$ cat src/rtl/xadc_drp_sampler_if.sv
// Signal bundle between the XADC DRP sampler, the XADC DRP port and the downstream consumer.
interface xadc_drp_sampler_if;
   logic        enable;
   logic        eoc;
   logic        drdy;
   logic [15:0] do_in;
   logic        den;
   logic        dwe;
   logic [6:0]  daddr;
   logic [11:0] sample;
   logic        sample_valid;
   logic        sample_ready;
   logic        err_timeout;
   logic        overrun;
   logic        clr_err;

   modport master (
      input  enable, eoc, drdy, do_in, sample_ready, clr_err,
      output den, dwe, daddr, sample, sample_valid, err_timeout, overrun
   );

   modport slave (
      output enable, eoc, drdy, do_in, sample_ready, clr_err,
      input  den, dwe, daddr, sample, sample_valid, err_timeout, overrun
   );
endinterface

$ cat src/rtl/xadc_drp_sampler.sv
// XADC DRP read sequencer with a 2^AVG_LOG2 decimating averager and a valid/ready sample output.
// Define XADC_SAMPLER_TIMEOUT_EN to build the DRP read timeout (err_timeout is tied 0 otherwise).
module xadc_drp_sampler #(
   parameter logic [6:0] DADDR    = 7'h12,
   parameter int         AVG_LOG2 = 2,
   parameter int         TIMEOUT  = 255
) (
   input  logic               clk,
   input  logic               rst_n,
   input  logic               i_srst,
   xadc_drp_sampler_if.master bus
);
   localparam int ACC_W = 12 + AVG_LOG2;
   localparam int CNT_W = (AVG_LOG2 == 0) ? 1 : AVG_LOG2;
   localparam logic [CNT_W-1:0] CNT_LAST = CNT_W'((1 << AVG_LOG2) - 1);

   typedef enum logic [1:0] {
      S_IDLE      = 2'd0,
      S_WAIT_EOC  = 2'd1,
      S_READ      = 2'd2,
      S_WAIT_DRDY = 2'd3
   } state_t;

   state_t           r_state;
   state_t           w_state_nxt;
   logic [ACC_W-1:0] r_acc;
   logic [ACC_W-1:0] w_sum;
   logic [CNT_W-1:0] r_cnt;
   logic [11:0]      r_sample;
   logic [11:0]      w_avg;
   logic             r_sample_valid;
   logic             r_den;
   logic             r_overrun;
   logic             w_capture;
   logic             w_done;
   logic             w_timeout;
   logic             w_ovr_set;
   logic [3:0]       w_unused_nib;

   assign w_unused_nib = bus.do_in[3:0];
   assign w_sum        = r_acc + ACC_W'(bus.do_in[15:4]);
   assign w_avg        = 12'(w_sum >> AVG_LOG2);
   assign w_done       = w_capture && (r_cnt == CNT_LAST);
   assign w_ovr_set    = w_done && r_sample_valid && !bus.sample_ready;

`ifdef XADC_SAMPLER_TIMEOUT_EN
   localparam logic [7:0] TMO_LAST = 8'(TIMEOUT - 1);
   logic [7:0] r_tmo_cnt;
   logic       r_err_timeout;

   // Cycles spent in WAIT_DRDY for the current read; restarts with every DRP read
   always_ff @(posedge clk or negedge rst_n) begin
      if (!rst_n) begin
         r_tmo_cnt <= 8'd0;
      end else if (i_srst || (r_state == S_READ)) begin
         r_tmo_cnt <= 8'd0;
      end else if (r_state == S_WAIT_DRDY) begin
         r_tmo_cnt <= r_tmo_cnt + 8'd1;
      end else begin
         r_tmo_cnt <= r_tmo_cnt;
      end
   end

   // drdy in the final counted cycle still completes the read
   assign w_timeout = (r_state == S_WAIT_DRDY) && !bus.drdy && (r_tmo_cnt == TMO_LAST);

   // Sticky timeout flag; a new timeout outranks a simultaneous clear
   always_ff @(posedge clk or negedge rst_n) begin
      if (!rst_n) begin
         r_err_timeout <= 1'b0;
      end else if (i_srst) begin
         r_err_timeout <= 1'b0;
      end else if (w_timeout) begin
         r_err_timeout <= 1'b1;
      end else if (bus.clr_err) begin
         r_err_timeout <= 1'b0;
      end else begin
         r_err_timeout <= r_err_timeout;
      end
   end

   assign bus.err_timeout = r_err_timeout;
`else
   logic [7:0] w_unused_tmo;
   assign w_unused_tmo    = 8'(TIMEOUT);
   assign w_timeout       = 1'b0;
   assign bus.err_timeout = 1'b0;
`endif

   // State register
   always_ff @(posedge clk or negedge rst_n) begin
      if (!rst_n) begin
         r_state <= S_IDLE;
      end else if (i_srst) begin
         r_state <= S_IDLE;
      end else begin
         r_state <= w_state_nxt;
      end
   end

   // Next-state logic; a read in flight always finishes before enable is honoured
   always_comb begin
      w_state_nxt = r_state;
      w_capture   = 1'b0;
      case (r_state)
         S_IDLE: begin
            if (bus.enable) begin
               w_state_nxt = S_WAIT_EOC;
            end else begin
               w_state_nxt = S_IDLE;
            end
         end
         S_WAIT_EOC: begin
            if (!bus.enable) begin
               w_state_nxt = S_IDLE;
            end else if (bus.eoc) begin
               w_state_nxt = S_READ;
            end else begin
               w_state_nxt = S_WAIT_EOC;
            end
         end
         S_READ: begin
            w_state_nxt = S_WAIT_DRDY;
         end
         S_WAIT_DRDY: begin
            if (bus.drdy) begin
               w_capture   = 1'b1;
               w_state_nxt = bus.enable ? S_WAIT_EOC : S_IDLE;
            end else if (w_timeout) begin
               w_state_nxt = bus.enable ? S_WAIT_EOC : S_IDLE;
            end else begin
               w_state_nxt = S_WAIT_DRDY;
            end
         end
         default: begin
            w_state_nxt = S_IDLE;
         end
      endcase
   end

   // DRP enable is high exactly in the READ cycle
   always_ff @(posedge clk or negedge rst_n) begin
      if (!rst_n) begin
         r_den <= 1'b0;
      end else if (i_srst) begin
         r_den <= 1'b0;
      end else begin
         r_den <= (w_state_nxt == S_READ);
      end
   end

   // Accumulator; IDLE discards any partial average
   always_ff @(posedge clk or negedge rst_n) begin
      if (!rst_n) begin
         r_acc <= '0;
         r_cnt <= '0;
      end else if (i_srst || (r_state == S_IDLE) || w_done) begin
         r_acc <= '0;
         r_cnt <= '0;
      end else if (w_capture) begin
         r_acc <= w_sum;
         r_cnt <= r_cnt + CNT_W'(1);
      end else begin
         r_acc <= r_acc;
         r_cnt <= r_cnt;
      end
   end

   // Output sample: load on completion unless a held sample is not being accepted
   always_ff @(posedge clk or negedge rst_n) begin
      if (!rst_n) begin
         r_sample       <= 12'd0;
         r_sample_valid <= 1'b0;
      end else if (i_srst) begin
         r_sample       <= 12'd0;
         r_sample_valid <= 1'b0;
      end else if (w_done && (!r_sample_valid || bus.sample_ready)) begin
         r_sample       <= w_avg;
         r_sample_valid <= 1'b1;
      end else if (!w_done && r_sample_valid && bus.sample_ready) begin
         r_sample       <= r_sample;
         r_sample_valid <= 1'b0;
      end else begin
         r_sample       <= r_sample;
         r_sample_valid <= r_sample_valid;
      end
   end

   // Sticky overrun flag for dropped averages
   always_ff @(posedge clk or negedge rst_n) begin
      if (!rst_n) begin
         r_overrun <= 1'b0;
      end else if (i_srst) begin
         r_overrun <= 1'b0;
      end else if (w_ovr_set) begin
         r_overrun <= 1'b1;
      end else if (bus.clr_err) begin
         r_overrun <= 1'b0;
      end else begin
         r_overrun <= r_overrun;
      end
   end

   assign bus.den          = r_den;
   assign bus.dwe          = 1'b0;
   assign bus.daddr        = DADDR;
   assign bus.sample       = r_sample;
   assign bus.sample_valid = r_sample_valid;
   assign bus.overrun      = r_overrun;
endmodule

$ cat src/flat_wrapper.sv
// flat-port wrapper written by rule: the top's interface ports become plain ports
module xadc_drp_sampler_flat 
#(
   parameter logic [6:0] DADDR    = 7'h12,
   parameter int         AVG_LOG2 = 2,
   parameter int         TIMEOUT  = 255
)
  (clk, rst_n, i_srst, bus_enable, bus_eoc, bus_drdy, bus_do_in, bus_sample_ready, bus_clr_err, bus_den, bus_dwe, bus_daddr, bus_sample, bus_sample_valid, bus_err_timeout, bus_overrun);
  xadc_drp_sampler_if bus_i ();
  input  logic clk;
  input  logic rst_n;
  input  logic i_srst;
  input wire logic [$bits(bus_i.enable)-1:0] bus_enable;
  input wire logic [$bits(bus_i.eoc)-1:0] bus_eoc;
  input wire logic [$bits(bus_i.drdy)-1:0] bus_drdy;
  input wire logic [$bits(bus_i.do_in)-1:0] bus_do_in;
  input wire logic [$bits(bus_i.sample_ready)-1:0] bus_sample_ready;
  input wire logic [$bits(bus_i.clr_err)-1:0] bus_clr_err;
  output wire logic [$bits(bus_i.den)-1:0] bus_den;
  output wire logic [$bits(bus_i.dwe)-1:0] bus_dwe;
  output wire logic [$bits(bus_i.daddr)-1:0] bus_daddr;
  output wire logic [$bits(bus_i.sample)-1:0] bus_sample;
  output wire logic [$bits(bus_i.sample_valid)-1:0] bus_sample_valid;
  output wire logic [$bits(bus_i.err_timeout)-1:0] bus_err_timeout;
  output wire logic [$bits(bus_i.overrun)-1:0] bus_overrun;
  assign bus_i.enable = bus_enable;
  assign bus_i.eoc = bus_eoc;
  assign bus_i.drdy = bus_drdy;
  assign bus_i.do_in = bus_do_in;
  assign bus_i.sample_ready = bus_sample_ready;
  assign bus_i.clr_err = bus_clr_err;
  assign bus_den = bus_i.den;
  assign bus_dwe = bus_i.dwe;
  assign bus_daddr = bus_i.daddr;
  assign bus_sample = bus_i.sample;
  assign bus_sample_valid = bus_i.sample_valid;
  assign bus_err_timeout = bus_i.err_timeout;
  assign bus_overrun = bus_i.overrun;
  xadc_drp_sampler #(.DADDR(DADDR), .AVG_LOG2(AVG_LOG2), .TIMEOUT(TIMEOUT)) u_core (.clk(clk), .rst_n(rst_n), .i_srst(i_srst), .bus(bus_i));
endmodule
$ cat config.mk
export PLATFORM = sky130hd
export DESIGN_NAME = xadc_drp_sampler_flat
export DESIGN_NICKNAME = d
export VERILOG_FILES = /design/src/rtl/xadc_drp_sampler_if.sv /design/src/rtl/xadc_drp_sampler.sv /design/src/flat_wrapper.sv
export SDC_FILE = /design/constraint.sdc
export NUM_CORES = 1
export LEC_CHECK = 0
export BUFFER_PORTS_ARGS = -buffer_cell sky130_fd_sc_hd__buf_2
export CAP_MARGIN = 20
export CORE_UTILIZATION = 38
export CTS_CLUSTER_DIAMETER = 150
export CTS_CLUSTER_SIZE = 28
export DETAILED_ROUTE_END_ITERATION = 6
export GPL_TIMING_DRIVEN = 0
export SYNTH_ARGS = -nofsm -noshare
export SYNTH_HDL_FRONTEND = slang
export SYNTH_SLANG_ARGS = --single-unit
$ cat constraint.sdc
create_clock -name clk -period 2.1 [get_ports clk]
set_input_delay 0.315 -clock clk [delete_from_list [all_inputs] [get_ports clk]]
set_output_delay 0.315 -clock clk [all_outputs]
set_load 0.01 [all_outputs]
==> run summary <==
Status -> finished clean
Share of power burned in registers -> 50.6%
EDFF count, synth -> 0
Setup TNS -> 0 ns
Leakage -> 1.27 nW
H-Tree Level Count -> 2
All-Layer GR Usage -> 16.8%
Sequential area share after synthesis -> 38.6%
Launching point of the worst reg2reg path -> u_core.r_acc[0]
PwrDens -> 487 nW/um^2
Worst slack at placement -> -0.118 ns
DRT iter0 DRCs -> 76
Hold Buf Count CTS -> 0
Synth cell types -> 52
Worst setup EP type -> register
Reg2Reg Depth -> 9
Buffers on Ports -> 33
Grt ovf -> 0
Post-Syn Area per Cell -> 10.2 um^2
Ys async rst share -> 100%
Clock buffer depth -> 2
HPWL Detailed -> 3.48 mm
Synth Warn # -> 0
Logic pwr share -> 11.2%
Synth Instances -> 210
Internal power -> 0.924 mW
Largest net degree at the start of global routing -> 34
Psw -> 0.340 mW
RSZ-0062 raised after global routing -> yes
Max cap viols -> 0
CTS root buffer -> clkbuf_8
Total routed wirelength -> 4.79 mm
WP data arrival -> 2.21 ns
Area occupied by multi-input gates -> 1240 um^2
Routed length per instance -> 14.5 um
Via count -> 1,692
CP Class -> reg2reg
Cts bufs inserted -> 5
Diodes inserted -> 0
Switch share -> 26.9%
Die Area -> 5930 um^2
Clock slew at reported path FFs -> 0.08 ns
Worst r2r dst -> u_core.bus.sample[10]
Vias in the first global route -> 1,617
IO Count -> 48
Clock Power Share -> 38.1%
R2r setup slk -> 0.07 ns
Placer congestion estimate -> 0.801
Die W -> 77.0 um
Worst vdd ir -> 402 uV
Endpoints failing setup -> 0
Drt first pass iters -> 4
Clk sink count -> 33
Later-pin clock latency in the skew report -> 0.29 ns
Antenna violations before repair -> 0
Tmin final -> 2.03 ns
Residual DRC count -> 0
Layout Nets -> 297
Starting Density -> 40.6%
Final max-slew violation count -> 0
Die Ht -> 77.0 um
Worst min path class -> in2async
Synth Flop Type -> dfrtp_1
Max_slew headroom -> 48.6%
Mapped Area -> 2140 um^2
Crit Path Max Fanout -> 4
Fillcell total -> 531
Max Clock Skew -> 0.00962 ns
# rows -> 26
CORE AREA -> 5270 um^2
Share of layout cells above drive strength 1 -> 33.1%
Pin slew with the least headroom to its limit -> 0.770 ns
PnR worst setup slack -> 0.0674 ns
Fmax -> 0.492 GHz
CP Launch Type -> register
Post-DR vias/cell -> 5.13
Sequential cell area -> 826 um^2
Count of final hold-check violations -> 0
Worst Path Required -> 2.27 ns
CTS tree -> built
Layout area overhead -> 21.4%
Antenna Violating Nets Remaining -> 0
Number of synthesized register bits -> 33
First-pass GRT wire length -> 7.80 mm
Fin crit share -> 96.8%
## critical path: stages, from the launching register on
cell	delay, ns
dfrtp_1	0.38
ha_2	0.18
inv_2	0.06
fa_2	0.21
inv_2	0.06
a211oi_4	0.26
o21ai_4	0.13
a221oi_4	0.34
nor4_2	0.07
a211o_1	0.23
## power by group through the flow
stage / clock network (mW) / logic, mW / registers [mW]
6_report: 0.482 / 0.142 / 0.640
5_1_grt: 0.522 / 0.159 / 0.641
4_1_cts: 0.494 / 0.138 / 0.640
3_5_place_dp: 0 / 0.136 / 0.652
3_3_place_gp: 0 / 0.136 / 0.652
2_1_floorplan: 0 / 0.0880 / 0.652
## placed cells by master (no fill, tap or decap), types with 2 or more instances in the layout
master / n
ha_2: 3
xnor2_1: 8
a22o_1: 12
clkbuf_8: 7
buf_2: 33
nor2b_1: 2
nor4_1: 2
nor3_1: 5
a211oi_4: 2
a221oi_4: 2
inv_1: 5
o21ai_4: 2
a21o_1: 6
nor2_1: 9
clkinv_2: 2
buf_6: 3
nand4b_1: 2
inv_2: 2
buf_4: 12
and3_1: 2
dfrtp_1: 33
conb_1: 9
a211o_1: 3
nor3b_1: 7
ha_1: 10
a21oi_2: 2
nand3b_1: 2
nand3_1: 2
nand2_1: 22
a21oi_1: 19
## routing by layer
metal  vias up  track usage (%)  share of wire [%]
met5         -                0                  0
met4         0             3.96               0.75
met3         4             3.93                5.6
met2        47             26.1                 43
met1       801             23.6                 50
li1        840                -                  -
## Yosys cell counts (all sizes together), types with 2 or more instances
| cell type | n | area [um^2] |
|---|---|---|
| a211o | 3 | 26.3 |
| a211oi | 3 | 32.5 |
| a21o | 6 | 45.0 |
| a21oi | 22 | 121 |
| a221oi | 2 | 41.3 |
| a22o | 12 | 105 |
| and3 | 3 | 23.8 |
| buf | 13 | 109 |
| clkbuf | 4 | 35.0 |
| conb | 2 | 7.51 |
| dfrtp | 33 | 826 |
| ha | 13 | 163 |
| inv | 7 | 26.3 |
| nand2 | 23 | 88.8 |
| nand2b | 2 | 15.0 |
| nand3 | 3 | 20.0 |
| nand3b | 2 | 15.0 |
| nand4b | 2 | 17.5 |
| nor2 | 9 | 33.8 |
| nor2b | 2 | 12.5 |
| nor3 | 6 | 35.0 |
| nor3b | 8 | 65.1 |
| nor4 | 3 | 18.8 |
| o21ai | 4 | 35.0 |
| xnor2 | 8 | 70.1 |
| xor2 | 2 | 17.5 |
## worst max-delay path by stage
stage | start | slack (ns) | endpoint
after floorplan | u_core.r_acc[0] | 0.17 | u_core.bus.sample[10]
after global routing | u_core.r_acc[1] | -0.001 | u_core.bus.sample[11]
after global placement | bus_do_in[4] | -0.13 | u_core.bus.sample[10]
after detailed placement | bus_do_in[4] | -0.12 | u_core.bus.sample[10]
after CTS | u_core.r_acc[0] | 0.004 | u_core.r_acc[8]
final | u_core.r_acc[0] | 0.07 | u_core.bus.sample[10]
## flip-flops by register name, indices dropped and copies added, names as in the netlist
signal / flops
u_core.r_acc: 14
u_core.bus.overrun: 1
u_core.bus.den: 1
u_core.r_cnt: 2
u_core.bus.sample_valid: 1
u_core.r_state: 2
u_core.bus.sample: 12
## metrics by stage
stage	utilization (%)	area, um^2	hold slack (ns)	total power [mW]	cells
6_report	49.2	2590	0.0946	1.26	330
5_1_grt	49.2	2590	0.161	1.32	330
4_1_cts	47.9	2520	0.122	1.27	329
3_5_place_dp	45.8	2420	0.435	0.788	320
3_3_place_gp	45.8	2420	0.434	0.788	320
2_1_floorplan	-	2160	0.0194	0.740	217
## timing repair
item,in CTS,in global routing
endpoints found under the hold margin,0,0
pin swaps,2,4
setup endpoints to repair,3,11
buffers inserted,1,1
gates cloned,0,0
gates resized for setup,2,16
## layout make-up
class | count | share of cell area, %
repair buffers | 35 | 6.94
inverters | 7 | 1.01
multi-input cells | 160 | 47.9
flip-flops and latches | 33 | 31.8
clock inverters | 3 | 0.675
well taps | 70 | 3.38
clock buffers | 5 | 2.65
plain buffers | 17 | 5.59
## logic make-up after synthesis
kind of cell	Yosys count	share of synthesized area, %
simple gates	66	17.2
compound gates	59	22.2
flops	33	38.6
buf+inv	24	7.96
fa+ha+maj	14	8.55
xor+xnor	10	4.10
other cells	2	0.351
mux	2	0.995
Note: power is estimated with default switching activity, not from simulation.
